$ cat src/rtl/knn_pkg.sv
// knn_pkg: shared sizes, FSM state encoding and address helper for the kNN
// query sequencer. The optional squared-distance mode is selected with the
// KNN_SQ_DIST_EN macro in knn_dist_accum.
package knn_pkg;

  localparam int DATA_WIDTH   = 16;
  localparam int NUM_FEATURES = 4;
  localparam int NUM_SAMPLES  = 16;
  localparam int K            = 5;
  localparam int DIST_W       = 32;

  localparam int IDX_W  = $clog2(NUM_SAMPLES);
  localparam int FEAT_W = $clog2(NUM_FEATURES);
  localparam int MEM_AW = $clog2(NUM_SAMPLES * NUM_FEATURES);

  typedef enum logic [2:0] {
    IDLE,
    LOAD_TEST,
    CLEAR_SEL,
    COMPUTE,
    EMIT,
    WAIT_SEL,
    WRITEBACK,
    FINISH
  } state_t;

  // Flat sample-memory address: samples are laid out NUM_FEATURES apart.
  function automatic logic [MEM_AW-1:0] sample_addr(input logic [IDX_W-1:0]  s,
                                                    input logic [FEAT_W-1:0] f);
    logic [MEM_AW-1:0] base;
    base = MEM_AW'(s) * MEM_AW'(NUM_FEATURES);
    return base + MEM_AW'(f);
  endfunction

endpackage

$ cat src/rtl/knn_dist_accum.sv
// knn_dist_accum: per-feature distance term and saturating accumulator.
// Default build: term = |sample - test| (L1), accumulated in the cycle the
// data arrives. With KNN_SQ_DIST_EN defined: term = (sample - test)^2 in
// 2*DATA_WIDTH bits, registered one stage before accumulation.
// acc_done pulses the cycle after the last term has been folded into acc.
module knn_dist_accum
  import knn_pkg::*;
(
  input  logic                  clk,
  input  logic                  rst,
  input  logic                  in_valid,
  input  logic                  in_first,
  input  logic                  in_last,
  input  logic [DATA_WIDTH-1:0] in_sample,
  input  logic [DATA_WIDTH-1:0] in_test,
  output logic [DIST_W-1:0]     acc,
  output logic                  acc_done
);

  logic [DATA_WIDTH-1:0] abs_diff;
  assign abs_diff = (in_sample >= in_test) ? (in_sample - in_test) : (in_test - in_sample);

`ifdef KNN_SQ_DIST_EN
  localparam int TERM_W = 2 * DATA_WIDTH;

  logic [TERM_W-1:0] term_q;
  logic              term_vld_q;
  logic              term_first_q;
  logic              term_last_q;

  // Square stage: breaks the multiplier away from the accumulator adder.
  always_ff @(posedge clk or posedge rst) begin
    if (rst) begin
      term_q       <= '0;
      term_vld_q   <= 1'b0;
      term_first_q <= 1'b0;
      term_last_q  <= 1'b0;
    end else begin
      term_vld_q   <= in_valid;
      term_first_q <= in_first;
      term_last_q  <= in_last;
      if (in_valid) begin
        term_q <= TERM_W'(abs_diff) * TERM_W'(abs_diff);
      end
    end
  end

  logic [TERM_W-1:0] term;
  logic              term_vld;
  logic              term_first;
  logic              term_last;
  assign term       = term_q;
  assign term_vld   = term_vld_q;
  assign term_first = term_first_q;
  assign term_last  = term_last_q;
`else
  localparam int TERM_W = DATA_WIDTH;

  logic [TERM_W-1:0] term;
  logic              term_vld;
  logic              term_first;
  logic              term_last;
  assign term       = abs_diff;
  assign term_vld   = in_valid;
  assign term_first = in_first;
  assign term_last  = in_last;
`endif

  // One spare bit above the wider operand catches any overflow of the add.
  localparam int SUM_W = ((TERM_W > DIST_W) ? TERM_W : DIST_W) + 1;

  logic [SUM_W-1:0] sum;
  assign sum = (term_first ? '0 : SUM_W'(acc)) + SUM_W'(term);

  function automatic logic [DIST_W-1:0] saturate(input logic [SUM_W-1:0] v);
    if (v > SUM_W'({DIST_W{1'b1}})) begin
      return '1;
    end
    return v[DIST_W-1:0];
  endfunction

  // Accumulate; the first feature of a sample restarts the running sum.
  always_ff @(posedge clk or posedge rst) begin
    if (rst) begin
      acc      <= '0;
      acc_done <= 1'b0;
    end else begin
      acc_done <= term_vld & term_last;
      if (term_vld) begin
        acc <= saturate(sum);
      end
    end
  end

endmodule

$ cat src/rtl/knn_query_sequencer.sv
// knn_query_sequencer: runs one kNN query: loads the test vector, streams one
// distance per training sample into the selector, then writes back the K
// best indices. Distance metric is L1 unless KNN_SQ_DIST_EN is defined
// (squared Euclidean, one extra pipeline cycle per sample).
//
// state     | meaning
// ----------+---------------------------------------------------------
// IDLE      | waiting for start; cfg latched on accept
// LOAD_TEST | reading test vector features 0..nf-1 into test_reg
// CLEAR_SEL | sel_clear pulse, then sel_start pulse
// COMPUTE   | reading sample s features, accumulating its distance
// EMIT      | dist_valid held with distance of sample s until ready
// WAIT_SEL  | waiting for selector to report done
// WRITEBACK | writing K selector indices to the kbest buffer
// FINISH    | done pulse, back to IDLE
module knn_query_sequencer
  import knn_pkg::*;
(
  input  logic                  clk,
  input  logic                  rst,
  input  logic                  start,
  input  logic                  abort,
  input  logic [IDX_W-1:0]      cfg_num_samples,
  input  logic [FEAT_W-1:0]     cfg_num_features,
  output logic                  busy,
  output logic                  done,
  output logic                  test_ren,
  output logic [FEAT_W-1:0]     test_raddr,
  input  logic [DATA_WIDTH-1:0] test_rdata_q,
  output logic                  sample_ren,
  output logic [MEM_AW-1:0]     sample_raddr,
  input  logic [DATA_WIDTH-1:0] sample_rdata_q,
  output logic                  kbest_wen,
  output logic [IDX_W-1:0]      kbest_waddr,
  output logic [IDX_W-1:0]      kbest_wdata,
  output logic                  sel_start,
  output logic                  sel_clear,
  output logic                  dist_valid,
  output logic [DIST_W-1:0]     dist_data,
  output logic [IDX_W-1:0]      dist_index,
  input  logic                  dist_ready,
  input  logic                  sel_done,
  input  logic [K*IDX_W-1:0]    sel_indices_bus
);

  state_t                  state;
  logic [IDX_W-1:0]        ns_last;
  logic [FEAT_W-1:0]       nf_last;
  logic [IDX_W-1:0]        s_cnt;
  logic [FEAT_W-1:0]       f_cnt;
  logic [K*IDX_W-1:0]      idx_q;

  logic [DATA_WIDTH-1:0]   test_reg [NUM_FEATURES];
  logic                    test_vld;
  logic [FEAT_W-1:0]       test_vidx;
  logic                    smp_vld;
  logic [FEAT_W-1:0]       smp_feat;
  logic                    smp_first;
  logic                    smp_last;

  logic [DIST_W-1:0]       acc;
  logic                    acc_done;
  logic [IDX_W-1:0]        wb_next;

  assign wb_next = kbest_waddr + 1'b1;

  // Track reads in flight so returned data lines up with its feature index.
  always_ff @(posedge clk or posedge rst) begin
    if (rst) begin
      test_vld  <= 1'b0;
      test_vidx <= '0;
      smp_vld   <= 1'b0;
      smp_feat  <= '0;
      smp_first <= 1'b0;
      smp_last  <= 1'b0;
      for (int i = 0; i < NUM_FEATURES; i++) begin
        test_reg[i] <= '0;
      end
    end else begin
      test_vld  <= test_ren;
      test_vidx <= test_raddr;
      smp_vld   <= sample_ren;
      smp_feat  <= f_cnt;
      smp_first <= (f_cnt == '0);
      smp_last  <= (f_cnt == nf_last);
      if (test_vld) begin
        test_reg[test_vidx] <= test_rdata_q;
      end
    end
  end

  // Returned sample data only counts while a sample is being computed, so
  // reads stranded by an abort never reach the accumulator.
  knn_dist_accum u_accum (
    .clk       (clk),
    .rst       (rst),
    .in_valid  (smp_vld && (state == COMPUTE)),
    .in_first  (smp_first),
    .in_last   (smp_last),
    .in_sample (sample_rdata_q),
    .in_test   (test_reg[smp_feat]),
    .acc       (acc),
    .acc_done  (acc_done)
  );

  // Query sequencing FSM with registered strobes and handshake outputs.
  always_ff @(posedge clk or posedge rst) begin
    if (rst) begin
      state        <= IDLE;
      ns_last      <= '0;
      nf_last      <= '0;
      s_cnt        <= '0;
      f_cnt        <= '0;
      idx_q        <= '0;
      busy         <= 1'b0;
      done         <= 1'b0;
      test_ren     <= 1'b0;
      test_raddr   <= '0;
      sample_ren   <= 1'b0;
      sample_raddr <= '0;
      kbest_wen    <= 1'b0;
      kbest_waddr  <= '0;
      kbest_wdata  <= '0;
      sel_start    <= 1'b0;
      sel_clear    <= 1'b0;
      dist_valid   <= 1'b0;
      dist_data    <= '0;
      dist_index   <= '0;
    end else begin
      sel_clear <= 1'b0;
      sel_start <= 1'b0;
      done      <= 1'b0;
      if (abort && (state != IDLE)) begin
        // Leave the selector clean for the next query.
        state      <= IDLE;
        busy       <= 1'b0;
        test_ren   <= 1'b0;
        sample_ren <= 1'b0;
        kbest_wen  <= 1'b0;
        dist_valid <= 1'b0;
        sel_clear  <= 1'b1;
      end else begin
        case (state)
          IDLE: begin
            if (start && !abort) begin
              ns_last    <= (cfg_num_samples == '0) ? IDX_W'(NUM_SAMPLES - 1)
                                                    : cfg_num_samples - 1'b1;
              nf_last    <= (cfg_num_features == '0) ? FEAT_W'(NUM_FEATURES - 1)
                                                     : cfg_num_features - 1'b1;
              busy       <= 1'b1;
              test_ren   <= 1'b1;
              test_raddr <= '0;
              state      <= LOAD_TEST;
            end
          end
          LOAD_TEST: begin
            if (test_ren) begin
              if (test_raddr == nf_last) begin
                test_ren <= 1'b0;
              end else begin
                test_raddr <= test_raddr + 1'b1;
              end
            end else begin
              // Last feature is being captured this cycle.
              sel_clear <= 1'b1;
              state     <= CLEAR_SEL;
            end
          end
          CLEAR_SEL: begin
            if (sel_clear) begin
              sel_start <= 1'b1;
            end else begin
              s_cnt        <= '0;
              f_cnt        <= '0;
              sample_ren   <= 1'b1;
              sample_raddr <= sample_addr('0, '0);
              state        <= COMPUTE;
            end
          end
          COMPUTE: begin
            if (sample_ren) begin
              if (f_cnt == nf_last) begin
                sample_ren <= 1'b0;
              end else begin
                f_cnt        <= f_cnt + 1'b1;
                sample_raddr <= sample_addr(s_cnt, f_cnt + 1'b1);
              end
            end
            if (acc_done) begin
              dist_valid <= 1'b1;
              dist_data  <= acc;
              dist_index <= s_cnt;
              state      <= EMIT;
            end
          end
          EMIT: begin
            if (dist_ready) begin
              dist_valid <= 1'b0;
              if (s_cnt == ns_last) begin
                state <= WAIT_SEL;
              end else begin
                s_cnt        <= s_cnt + 1'b1;
                f_cnt        <= '0;
                sample_ren   <= 1'b1;
                sample_raddr <= sample_addr(s_cnt + 1'b1, '0);
                state        <= COMPUTE;
              end
            end
          end
          WAIT_SEL: begin
            if (sel_done) begin
              idx_q       <= sel_indices_bus;
              kbest_wen   <= 1'b1;
              kbest_waddr <= '0;
              kbest_wdata <= sel_indices_bus[IDX_W-1:0];
              state       <= WRITEBACK;
            end
          end
          WRITEBACK: begin
            if (kbest_waddr == IDX_W'(K - 1)) begin
              kbest_wen <= 1'b0;
              done      <= 1'b1;
              busy      <= 1'b0;
              state     <= FINISH;
            end else begin
              kbest_waddr <= wb_next;
              kbest_wdata <= idx_q[int'(wb_next) * IDX_W +: IDX_W];
            end
          end
          FINISH: begin
            state <= IDLE;
          end
          default: begin
            state <= IDLE;
          end
        endcase
      end
    end
  end

endmodule

$ cat config.mk
export PLATFORM = sky130hd
export DESIGN_NAME = knn_query_sequencer
export DESIGN_NICKNAME = d
export VERILOG_FILES = /design/src/rtl/knn_pkg.sv /design/src/rtl/knn_dist_accum.sv /design/src/rtl/knn_query_sequencer.sv
export SDC_FILE = /design/constraint.sdc
export NUM_CORES = 1
export LEC_CHECK = 0
export CAP_MARGIN = 20
export CORE_MARGIN = 10
export CORE_UTILIZATION = 36
export DETAILED_ROUTE_END_ITERATION = 8
export PLACE_DENSITY_LB_ADDON = 0.3
export SYNTH_ARGS = -nofsm -noshare
export SYNTH_HDL_FRONTEND = slang
export SYNTH_HIERARCHICAL = 1
export SYNTH_SLANG_ARGS = --single-unit
$ cat constraint.sdc
create_clock -name clk -period 8.15 [get_ports clk]
set_input_delay 1.63 -clock clk [delete_from_list [all_inputs] [get_ports clk]]
set_output_delay 1.63 -clock clk [all_outputs]
set_load 0.01 [all_outputs]
## Word level (Yosys, flattened, before mapping)

Index checks and enable logic that the tools add are counted.

- Input bits: 64
- Word-level logic and storage cells: 194
- Register bits: 200
- Output and inout bits: 60

- Reduce and logical (&&, ||, !) cells: 32
- Equality and inequality tests: 29
- Muxes and demuxes: 81
- Shift operators: 1
- Bitwise logic cells: 4
- Order comparisons: 5
- Add/subtract/negate cells: 10

Operators by type and width:

| kind | count |
|---|---|
| $mux 32 | 3 |
| $bwmux 64 | 1 |
| $mux 16 | 4 |
| $add 33x16->33 | 1 |
| $gt 33x32->1 const B | 1 |
| $bmux 16 s2 | 1 |
| $demux 16 s2 | 1 |
| $mux 4 | 8 |
| $sub 16x16->16 | 2 |
| $mux 6 | 5 |
| $mux 1 | 28 |
| $mux 3 | 9 |
| $pmux 3 s8 | 1 |
| $pmux 4 s2 | 3 |
| $ne 3x3->1 const B | 7 |
| $ne 2x2->1 const B | 10 |
| $shiftx 20x7->4 | 1 |
| $mux 2 | 9 |
| $pmux 6 s3 | 1 |
| $reduce_and 3->1 | 6 |
| $reduce_bool 3->1 | 6 |
| $ge 16x16->1 | 1 |
| $reduce_and 7->1 | 2 |
| $eq 3x3->1 const B | 4 |
| other kinds (30) | 47 |

## Depth between registers and ports, before layout

Gate-level depths: netlist (run 1).

- Depth after elaboration: 11
- Depth in mapped cells: 21
- Mapped depth without buffers: 20

## Hierarchy

The synthesis (run 1) kept the hierarchy.

Modules (own cells, without submodules):

| module | seq. area each (um2) | area an instance (um2) | cells an instance | times used |
|---|---|---|---|---|
| knn_query_sequencer | 4179.0 | 7475.9 | 540 | 1 |
| knn_dist_accum | 825.8 | 3978.8 | 503 | 1 |

## Worst setup path after synthesis (run 1)

Ideal clock, no wire load.

- Path type: input to register
- Start: in sample_rdata_q[0]
- End: reg u_accum.acc[31]
- Cell stages on the path: 18
- Arrival: 5448 ps
- Path slack: 2580 ps
- Library setup time: 121 ps
- Path buffers: 1
- Required time: 8029 ps
- Cells stage by stage: inv_1 > ha_1 > fa_1 > nor2b_1 > o2111ai_1 > a31oi_2 > o211ai_4 > buf_6 > o31ai_1 > xnor2_1 > ha_1 > a2111oi_0 > inv_1 > o221ai_2 > a311o_2 > a211oi_4 > or2b_2 > o22a_1

- Longest elaborated chain between the ends: 7
- Elaborated cells on any way between the ends: 9
- Those cells by class: add/sub: 3; order compare: 2; mux: 4

RTL lines:

| element | RTL line | RTL |
|---|---|---|
| start: declaration | knn_query_sequencer.sv:32 | `input logic [DATA_WIDTH-1:0] sample_rdata_q,` |
| $sub 16x16->16 or $ge 16x16->1 (tied branches) | knn_dist_accum.sv:21 | `assign abs_diff = (in_sample >= in_test) ? (in_sample - in_test) : (in_test - in_sample);` |
| $mux 16 (*) | knn_dist_accum.sv:21 |  |
| $add 33x16->33 (*) | knn_dist_accum.sv:73 | `assign sum = (term_first ? '0 : SUM_W'(acc)) + SUM_W'(term);` |
| $gt 33x32->1 | knn_dist_accum.sv:76 | `if (v > SUM_W'({DIST_W{1'b1}})) begin` |
| $mux 1 | knn_dist_accum.sv:76 |  |
| $mux 1 | knn_dist_accum.sv:89 | `if (term_vld) begin` |
| $mux 32 (*) | knn_dist_accum.sv:79 | `return v[DIST_W-1:0];` |
| end signal: assignment | knn_dist_accum.sv:90 | `acc <= saturate(sum);` |
| end: declaration | knn_dist_accum.sv:16 | `output logic [DIST_W-1:0] acc,` |

Mark *: on every way between the ends. The rest lies on a longest branch, timed or not. The select of a mux whose other input is x is not followed.
A chain may end at the register's enable or synchronous reset.

## Worst setup path after layout (run 1)

- Start: in sample_rdata_q[13]
- End: reg u_accum.acc[1]

The elaborated chain is that of the path after synthesis.

==> qor.csv, run 1 <==
stage,metric,value,unit
placed_design,hpwl,20740,um
drt,wl_per_cell,18.03,um
yosys,avgSynthCellArea,10.98,sq um
clocking,hold_buffers,0,
clocking,cts_inserted_buffers,17,
critical_path,crit_path_start_kind,primary input,
yosys,yosysMostFrequentCell,dfrtp_1,
global_routing,antenna_found_initial,4,
critical_path,critPathKind,in -> reg,
yosys,synth_nets,1164,
critical_path,r2r-start,smp_feat[0]$_DFF_PP0_,
yosys,ys_warn_count,6,
drt,first_pass_iters,5,
finish,diodes,0,
timing,finalSetupTns,0,ns
critical_path,worstPathCellList,clkdlybuf4s50_1 -> inv_1 -> ha_1 -> a21oi_1 -> o21ai_0 -> or3_4 -> o211ai_4 -> mux2_2 -> a21oi_1 -> xnor2_1 -> ha_1 -> o21a_1 -> o31a_4 -> o221ai_2 -> a311o_2 -> a211oi_4 -> inv_2 -> a31oi_1,
critical_path,worstPathArrival,6.86,ns
yosys,yosys.area.top_type_share,43.69,%
drt,vias,8297,
placed_design,place.gp.congestion,0.8867,
yosys,synth-async-reset-ratio,100.0,%
placed_design,io_buffers,123,
global_routing,grt_max_degree,97,
critical_path,timing.critical_path.slowest_stage_cell,o211ai_4,
floorplan,rows,65,
timing,setup_viol,0,
finish,largest_reg_flops,64,
drt,drt_iter0_markers,561,
flow_run,drv_cap,0,
clocking,cts_buffer_depth,2,
clocking,cts.sinks,200,
clocking,cts_max_level,4,
power_and_ir_drop,vdd_drop_max,0.0001902,V
yosys,yosysTopAreaCell,dfrtp_1,
worst_hold_path,whs_path_depth,0,
clocking,cts_tree,done,
global_routing,grt_overflow,0,
critical_path,cp_max_fo,24,
critical_path,reg2reg_depth,18,
floorplan,fp.dieH,198.4,um
placed_design,placed_area,13020,sq um
critical_path,crit_required,8.51,ns
critical_path,worst_setup_path_end_kind,register,
global_routing,grt_usage,14.67,%
yosys,synth_area_leaders,"dfrtp_1 44%, mux2_2 13%, ha_1 5.9%, mux4_2 3.9%, a21oi_1 2.4%",
worst_hold_path,worstHoldPathType,reg -> reg,
timing,relSlewSlack,31.03,%
yosys,synthesis.area,11450,sq um
floorplan,coreArea,31470,sq um
yosys,netlist_instances,1043,
finish,drive_gt1_share,19.15,%
yosys,synthFlopType,dfrtp_1,
drt,post-route-drc-count,0,
yosys,synth-seq-cells,200,
timing,grt_setup_unrepaired,no,
clocking,clk_pin_slew_worst_paths,0.08,ns
yosys,synth-edff-count,0,
yosys,synth.distinct_cells,90,
clocking,cts_root_buf,clkbuf_16,
timing,fin_skew,0.01245,ns
power_and_ir_drop,p_per_area,379.8,nW/um^2
timing,final-max-slew-violation-count,0,
critical_path,slowest_delay,0.56,ns
drt,wl,28050,um
drt,vias_per_cell,5.332,
timing,hold_viol,0,
yosys,synthTopCellsByCount,"200 x dfrtp_1, 130 x mux2_2, 64 x nand2_1",
floorplan,io_pins,124,
timing,tightest_slew,1.031,ns
timing,min_period_over_period,79.72,%
floorplan,dieArea,39350,sq um
timing,period_minus_slack,6.497,ns
power_and_ir_drop,totalPowerFinal,5.173,mW
finish,layout.nets,1262,
worst_hold_path,worst_hold_startpoint,sample_ren$_DFFE_PP0P_,
floorplan,start_util,36.39,%
drt,postRouteAntennaNets,0,
clocking,cts_resized,0,
clocking,cts_setup_buffers,0,
global_routing,grt_pass1_wl,46420,um
worst_hold_path,hold_end,smp_vld$_DFF_PP0_,
floorplan,die_width,198.4,um
yosys,synth_sequential_area_ratio,43.69,%
critical_path,r2r_setup_slack,1.72,ns
finish,area_growth,18.90,%
power_and_ir_drop,p_leak,5.972,nW
critical_path,r2r-end,u_accum/acc[1]$_DFFE_PP0P_,
finish,final_cell_area,13620,sq um
timing,fmax,153.9,MHz
finish,utilization,43.27,%
global_routing,grt_pass1_vias,8518,
clocking,clock_insertion_delay_worst_skew,0.44,ns
run_status,status,completed,
cells in the final DEF, fill, tap and decap left out, types with 10 or more instances in the layout:
cell type and instances:
a31oi_1 20, o21ai_0 40, inv_1 59, nor3_1 16, nor2_1 57, clkbuf_16 17
ha_1 54, nor2b_1 24, mux4_2 20, dfrtp_1 200, a21o_1 16, clkdlybuf4s50_1 123
xnor2_1 23, a211oi_1 10, xor2_1 13, nand2_1 64, mux2_2 130, a21oi_1 56
nand3_1 21
kinds of logic after synthesis:
logic type	synth area share [%]
buffers and inverters	4.096
and+or+nand+nor	11.13
DFF	43.69
muxes	17.41
adders and majority gates	6.423
xor gates and xnor gates	2.753
AOI/OAI and AO/OA	14.50
where the power goes:
part,internal (mW),switching [mW]
sequential,1.28,0.245
clock,0.431,0.416
combinational,1.28,1.52
worst max-delay path, delay by kind of cell:
family,cells,cell delay (ns)
AO/OA/AOI/OAI,10,2.84
buffers and inverters,3,0.73
adder cells (fa/ha/maj),2,0.73
AND/OR/NAND/NOR,1,0.41
multiplexers,1,0.41
XOR/XNOR,1,0.09
layout make-up:
cell class | count | area, sq um
fillers | 2933 | 17850
flip-flops and latches | 200 | 5005
clock inverters | 14 | 142.6
repair buffers | 130 | 1304
multi-input cells | 730 | 5998
inverters | 62 | 237.7
well taps | 402 | 503.0
clock buffers | 18 | 429.2
stage by stage:
stage | hold WS (ns) | std cells | setup WS, ns
3_5_place_dp | 0.4084 | 1523 | 1.228
5_1_grt | 0.4257 | 1556 | 1.235
3_3_place_gp | 0.4036 | 1523 | 1.402
6_report | 0.4150 | 1556 | 1.653
2_1_floorplan | 0.3919 | 1043 | 2.002
4_1_cts | 0.4126 | 1555 | 1.670
how the worst max path moves through the flow:
stage | start | to | slack, ns | cells past startpoint
after floorplan | rst | busy$_DFFE_PP0P_ | 2.00 | 1
after global placement | sample_rdata_q[13] | u_accum/acc[11]$_DFFE_PP0P_ | 1.40 | 18
after detailed placement | sample_rdata_q[13] | u_accum/acc[1]$_DFFE_PP0P_ | 1.23 | 18
after global routing | smp_feat[0]$_DFF_PP0_ | u_accum/acc[2]$_DFFE_PP0P_ | 1.24 | 18
after CTS | smp_feat[0]$_DFF_PP0_ | u_accum/acc[1]$_DFFE_PP0P_ | 1.67 | 18
final | sample_rdata_q[13] | u_accum/acc[1]$_DFFE_PP0P_ | 1.65 | 18
metal layers:
layer / part of all wire (%) / global-route usage [%]
met5: 0.22 / 0
met3: 5.4 / 4.005
met2: 47 / 23.53
met1: 46 / 19.28
met4: 0.84 / 3.303
Power figures use the tool's default switching activity.
==> run 2, diff against run 1 <==
==> constraint.sdc (replaced) <==
create_clock -name clk -period 6.1 [get_ports clk]
set_input_delay 1.22 -clock clk [delete_from_list [all_inputs] [get_ports clk]]
set_output_delay 1.22 -clock clk [all_outputs]
set_load 0.01 [all_outputs]
==> qor.csv, run 2 (synthesis gave the netlist of run 1 again) <==
stage,metric,value,unit
global_routing,grt_pass1_wl,47120,um
floorplan,die_width,198.4,um
critical_path,reg2reg_depth,20,
placed_design,io_buffers,123,
finish,largest_reg_flops,64,
global_routing,grt_max_degree,102,
power_and_ir_drop,clkPwrFrac,17.3,%
drt,vias,8426,
floorplan,start_util,36.39,%
timing,min_period_over_period,91.39,%
timing,fin_skew,0.01754,ns
clocking,clock_insertion_delay_worst_skew,0.45,ns
placed_design,hpwl,21260,um
critical_path,crit_required,6.46,ns
global_routing,grt_pass1_vias,8601,
power_and_ir_drop,p_per_area,512.8,nW/um^2
critical_path,timing.critical_path.slowest_stage_cell,clkdlybuf4s50_1,
timing,setup_viol,0,
critical_path,worstPathArrival,5.93,ns
power_and_ir_drop,p_leak,6.095,nW
power_and_ir_drop,netSwitchingPower,2.928,mW
global_routing,grt_usage,14.90,%
global_routing,grt_overflow,0,
critical_path,crit_path_start_kind,primary input,
drt,wl,28790,um
timing,finalSetupTns,0,ns
timing,hold_viol,0,
clocking,cts_buffer_depth,2,
timing,setup_slack,0.5251,ns
clocking,cts_root_buf,clkbuf_16,
critical_path,worst_setup_path_end_kind,register,
timing,final-max-slew-violation-count,0,
clocking,cts_resized,0,
worst_hold_path,worstHoldPathType,reg -> reg,
placed_design,place.gp.congestion,0.8866,
timing,period_minus_slack,5.575,ns
clocking,cts_inserted_buffers,17,
critical_path,cp_max_fo,10,
power_and_ir_drop,switching_share,41.37,%
drt,wl_per_cell,18.28,um
floorplan,dieArea,39350,sq um
finish,diodes,0,
clocking,cts_max_level,4,
timing,fmax,179.4,MHz
finish,drive_gt1_share,20.55,%
drt,vias_per_cell,5.350,
power_and_ir_drop,pwr-share-seq,28.8,%
critical_path,critPathKind,in -> reg,
power_and_ir_drop,comb_power_share,53.9,%
timing,tightest_slew,1.005,ns
clocking,hold_buffers,0,
power_and_ir_drop,vdd_drop_max,0.0002606,V
clocking,cts.sinks,200,
flow_run,drv_cap,0,
finish,fill_cells,2931,
worst_hold_path,whs_path_depth,0,
critical_path,slowest_delay,0.48,ns
power_and_ir_drop,p_int,4.150,mW
finish,utilization,43.86,%
drt,drt_iter0_markers,526,
critical_path,worstPathCellList,clkdlybuf4s50_1 -> inv_1 -> ha_1 -> fa_1 -> nor2b_1 -> o2111ai_1 -> a31oi_2 -> o211ai_4 -> buf_4 -> o31a_1 -> a21oi_1 -> xnor2_1 -> ha_1 -> o21a_1 -> o31a_4 -> o221ai_2 -> a311o_2 -> a211oi_4 -> buf_4 -> o21ba_1 -> o22ai_1,
floorplan,fp.dieH,198.4,um
finish,area_growth,20.50,%
timing,grt_setup_unrepaired,no,
clocking,cts_tree,done,
global_routing,antenna_found_initial,4,
clocking,cts_setup_buffers,0,
finish,mostFrequentLayoutCell,dfrtp_1,
drt,first_pass_iters,5,
finish,layout_common_cells,"200 x dfrtp_1, 130 x mux2_2, 123 x clkdlybuf4s50_1",
floorplan,coreArea,31470,sq um
floorplan,io_pins,124,
run_status,status,completed,
floorplan,rows,65,
clocking,clk_pin_slew_worst_paths,0.07,ns
finish,layout.nets,1281,
placed_design,place_ws,0.1080,ns
drt,post-route-drc-count,0,
drt,postRouteAntennaNets,0,
timing,relSlewSlack,32.80,%
## run 2: stage by stage
stage                     hold WS, ns  area [sq um]  cells  power [mW]
after floorplan                0.3919         11450   1043       4.829
after global placement         0.4147         13180   1543       5.821
after detailed placement       0.4158         13180   1543       5.871
after CTS                      0.4311         13800   1575       7.135
after global routing           0.4540         13800   1575       7.671
final                          0.4239         13800   1575       7.078
## run 2: worst paths after layout
check                                       start  slack (ns)                     endpoint
max reg2reg                 smp_feat[0]$_DFF_PP0_        0.67  u_accum/acc[25]$_DFFE_PP0P_
max                             sample_rdata_q[0]        0.53  u_accum/acc[25]$_DFFE_PP0P_
max in group asynchronous                     rst        3.70     test_reg[19]$_DFFE_PP0P_
min reg2reg                sample_ren$_DFFE_PP0P_        0.42            smp_vld$_DFF_PP0_
min in group asynchronous                     rst        1.32  u_accum/acc[29]$_DFFE_PP0P_
min                        sample_ren$_DFFE_PP0P_        0.42            smp_vld$_DFF_PP0_
## run 2: layout make-up
| class | count | area, sq um | share of cell area (%) |
|---|---|---|---|
| clock inverters | 14 | 181.4 | 1.314 |
| inverters | 62 | 237.7 | 1.722 |
| clock buffers | 18 | 439.2 | 3.182 |
| multi-input cells | 730 | 5998 | 43.46 |
| repair buffers | 149 | 1439 | 10.42 |
| flip-flops and latches | 200 | 5005 | 36.26 |
| well taps | 402 | 503.0 | 3.644 |
## run 2: per-layer routing
layer | GRT usage (%) | vias up | routed length [um]
met1 | 19.35 | 4171 | 13040
met3 | 4.309 | 34 | 1700
met2 | 23.77 | 177 | 13570
li1 | - | 4036 | -
met4 | 3.958 | 8 | 419
met5 | 0 | - | 61
## run 2: worst max-delay path: cells and delay by family
family          cells  cell delay, ns
compound gates     12            2.58
fa+ha+maj           3            0.94
buf+inv             4            0.93
simple gates        1            0.16
xor+xnor            1            0.09
## run 2: power groups by stage
stage | Combinational (mW) | Sequential [mW] | Clock (mW)
after floorplan | 2.90 | 1.93 | 0
after global placement | 3.77 | 2.05 | 0
after detailed placement | 3.81 | 2.06 | 0
after CTS | 3.84 | 2.04 | 1.25
after global routing | 4.27 | 2.10 | 1.30
final | 3.81 | 2.04 | 1.22
==> run 3, diff against run 2 <==
--- a/config.mk
+++ b/config.mk
@@ -5,9 +5,9 @@
 export SDC_FILE = /design/constraint.sdc
 export NUM_CORES = 1
 export LEC_CHECK = 0
-export CAP_MARGIN = 20
 export CORE_MARGIN = 10
-export CORE_UTILIZATION = 36
+export CORE_UTILIZATION = 55
+export CTS_BUF_LIST = sky130_fd_sc_hd__clkbuf_16
 export DETAILED_ROUTE_END_ITERATION = 8
 export PLACE_DENSITY_LB_ADDON = 0.3
 export SYNTH_ARGS = -nofsm -noshare
==> qor.csv, run 3 (synthesis gave the netlist of run 1 again) <==
stage,metric,value,unit
power_and_ir_drop,vdd_drop_max,0.0003090,V
critical_path,r2r-end,u_accum/acc[11]$_DFFE_PP0P_,
timing,fin_skew,0.01427,ns
finish,area_growth,19.29,%
critical_path,crit_required,6.45,ns
critical_path,worstPathCellList,clkdlybuf4s50_1 -> inv_1 -> ha_1 -> fa_1 -> nor2b_1 -> o2111ai_1 -> a31oi_2 -> o211ai_4 -> buf_4 -> o31a_1 -> a21oi_1 -> xnor2_1 -> ha_1 -> o21a_1 -> o31a_4 -> o221ai_2 -> a311o_2 -> a211oi_4 -> buf_4 -> inv_2 -> a31oi_1,
worst_hold_path,hold_end,smp_vld$_DFF_PP0_,
finish,largest_reg_flops,64,
timing,period_minus_slack,5.709,ns
finish,layout_common_cells,"200 x dfrtp_1, 130 x mux2_2, 123 x clkdlybuf4s50_1",
drt,vias_per_cell,5.862,
placed_design,io_buffers,123,
global_routing,grt_pass1_vias,8660,
clocking,cts_tree,done,
clocking,cts.sinks,200,
worst_hold_path,whs_path_depth,0,
critical_path,r2r-start,smp_feat[1]$_DFF_PP0_,
finish,diodes,0,
timing,grt_setup_unrepaired,no,
drt,wl_met1,11630,um
floorplan,dieArea,27000,sq um
critical_path,r2r_setup_slack,0.49,ns
drt,route.met3.wl,1648,um
placed_design,hpwl,19580,um
clocking,cts_buffer_depth,2,
drt,wl_met2,13140,um
global_routing,antenna_found_initial,0,
global_routing,grt_overflow,0,
clocking,clk_pin_slew_worst_paths,0.07,ns
finish,layout.nets,1285,
critical_path,cp_max_fo,10,
drt,first_pass_iters,5,
placed_design,dp_cells,1415,
floorplan,coreArea,20360,sq um
clocking,cts_resized,0,
drt,vias,8477,
clocking,clock_insertion_delay_worst_skew,0.44,ns
global_routing,grt_pass1_wl,43660,um
timing,setup_viol,0,
finish,drive_gt1_share,20.75,%
timing,fmax,175.2,MHz
timing,min_period_over_period,93.58,%
clocking,cts_max_level,4,
drt,dr.max_layer_used,met4,
timing,relSlewSlack,28.11,%
worst_hold_path,worst_hold_startpoint,sample_ren$_DFFE_PP0P_,
placed_design,place.gp.congestion,0.8981,
placed_design,placed_area,13050,sq um
critical_path,slowest_delay,0.49,ns
critical_path,crit_path_start_kind,primary input,
drt,wl,26750,um
floorplan,start_util,56.25,%
timing,final-max-slew-violation-count,0,
clocking,cts_root_buf,clkbuf_16,
critical_path,reg2reg_depth,20,
floorplan,fp.dieH,164.3,um
drt,wl_per_cell,18.50,um
finish,final_cells,1446,
drt,drt_iter0_markers,442,
clocking,hold_buffers,0,
floorplan,io_pins,124,
clocking,cts_setup_buffers,0,
floorplan,rows,52,
floorplan,die_width,164.3,um
power_and_ir_drop,totalPowerFinal,7.174,mW
finish,final_cell_area,13660,sq um
finish,fill_cells,1560,
worst_hold_path,worstHoldPathType,reg -> reg,
timing,finalSetupTns,0,ns
run_status,status,completed,
critical_path,critPathKind,in -> reg,
drt,post-route-drc-count,0,
drt,postRouteAntennaNets,0,
flow_run,drv_cap,0,
timing,hold_viol,0,
power_and_ir_drop,p_per_area,525.0,nW/um^2
power_and_ir_drop,p_leak,6.114,nW
global_routing,grt_max_degree,70,
global_routing,grt_usage,20.00,%
critical_path,worst_setup_path_end_kind,register,
finish,mostFrequentLayoutCell,dfrtp_1,
timing,tightest_slew,1.075,ns
clocking,cts_inserted_buffers,17,
critical_path,timing.critical_path.slowest_stage_cell,clkdlybuf4s50_1,
critical_path,worstPathArrival,6.06,ns
## run 3: metrics by stage
stage	worst slack (ns)	util, %	hold slack, ns
floorplan	0.3616	-	0.3919
global placement	0.1532	64.07	0.4040
detailed placement	0.006205	64.07	0.4168
CTS	0.4263	67.10	0.4315
global route	0.1216	67.10	0.4397
finish	0.3914	67.10	0.4250
## run 3: cell type report
cell class / count / area (sq um) / share of cell area (%)
Tap cell: 270 / 337.8 / 2.472
Timing Repair Buffer: 153 / 1469 / 10.75
Clock buffer: 17 / 425.4 / 3.113
Multi-Input combinational cell: 730 / 5998 / 43.90
Inverter: 62 / 237.7 / 1.740
Sequential cell: 200 / 5005 / 36.63
Clock inverter: 14 / 191.4 / 1.401
## run 3: critical path: cells and delay by family
kind	cells	cell delay, ns
buf+inv	5	1.04
xor+xnor	1	0.11
compound gates	11	2.54
fa+ha+maj	3	0.96
simple gates	1	0.17
## run 3: layer usage
metal	vias to the layer above	track usage (%)
li1	4034	-
met1	4185	25.40
met2	233	33.33
met3	25	5.006
met4	0	5.361
met5	-	0
## run 3: worst max path at each step
stage | start | end | depth (start not counted)
after floorplan | rst | busy$_DFFE_PP0P_ | 1
after global placement | sample_rdata_q[0] | u_accum/acc[3]$_DFFE_PP0P_ | 21
after detailed placement | sample_rdata_q[0] | u_accum/acc[11]$_DFFE_PP0P_ | 21
after CTS | sample_rdata_q[0] | u_accum/acc[11]$_DFFE_PP0P_ | 21
after global routing | sample_rdata_q[0] | u_accum/acc[7]$_DFFE_PP0P_ | 19
final | sample_rdata_q[0] | u_accum/acc[11]$_DFFE_PP0P_ | 21
## run 3: power by group
part	leakage, nW	internal, mW	switching [mW]
clock	0.305	0.658	0.541
combinational	3.27	1.87	2.09
sequential	2.54	1.72	0.305
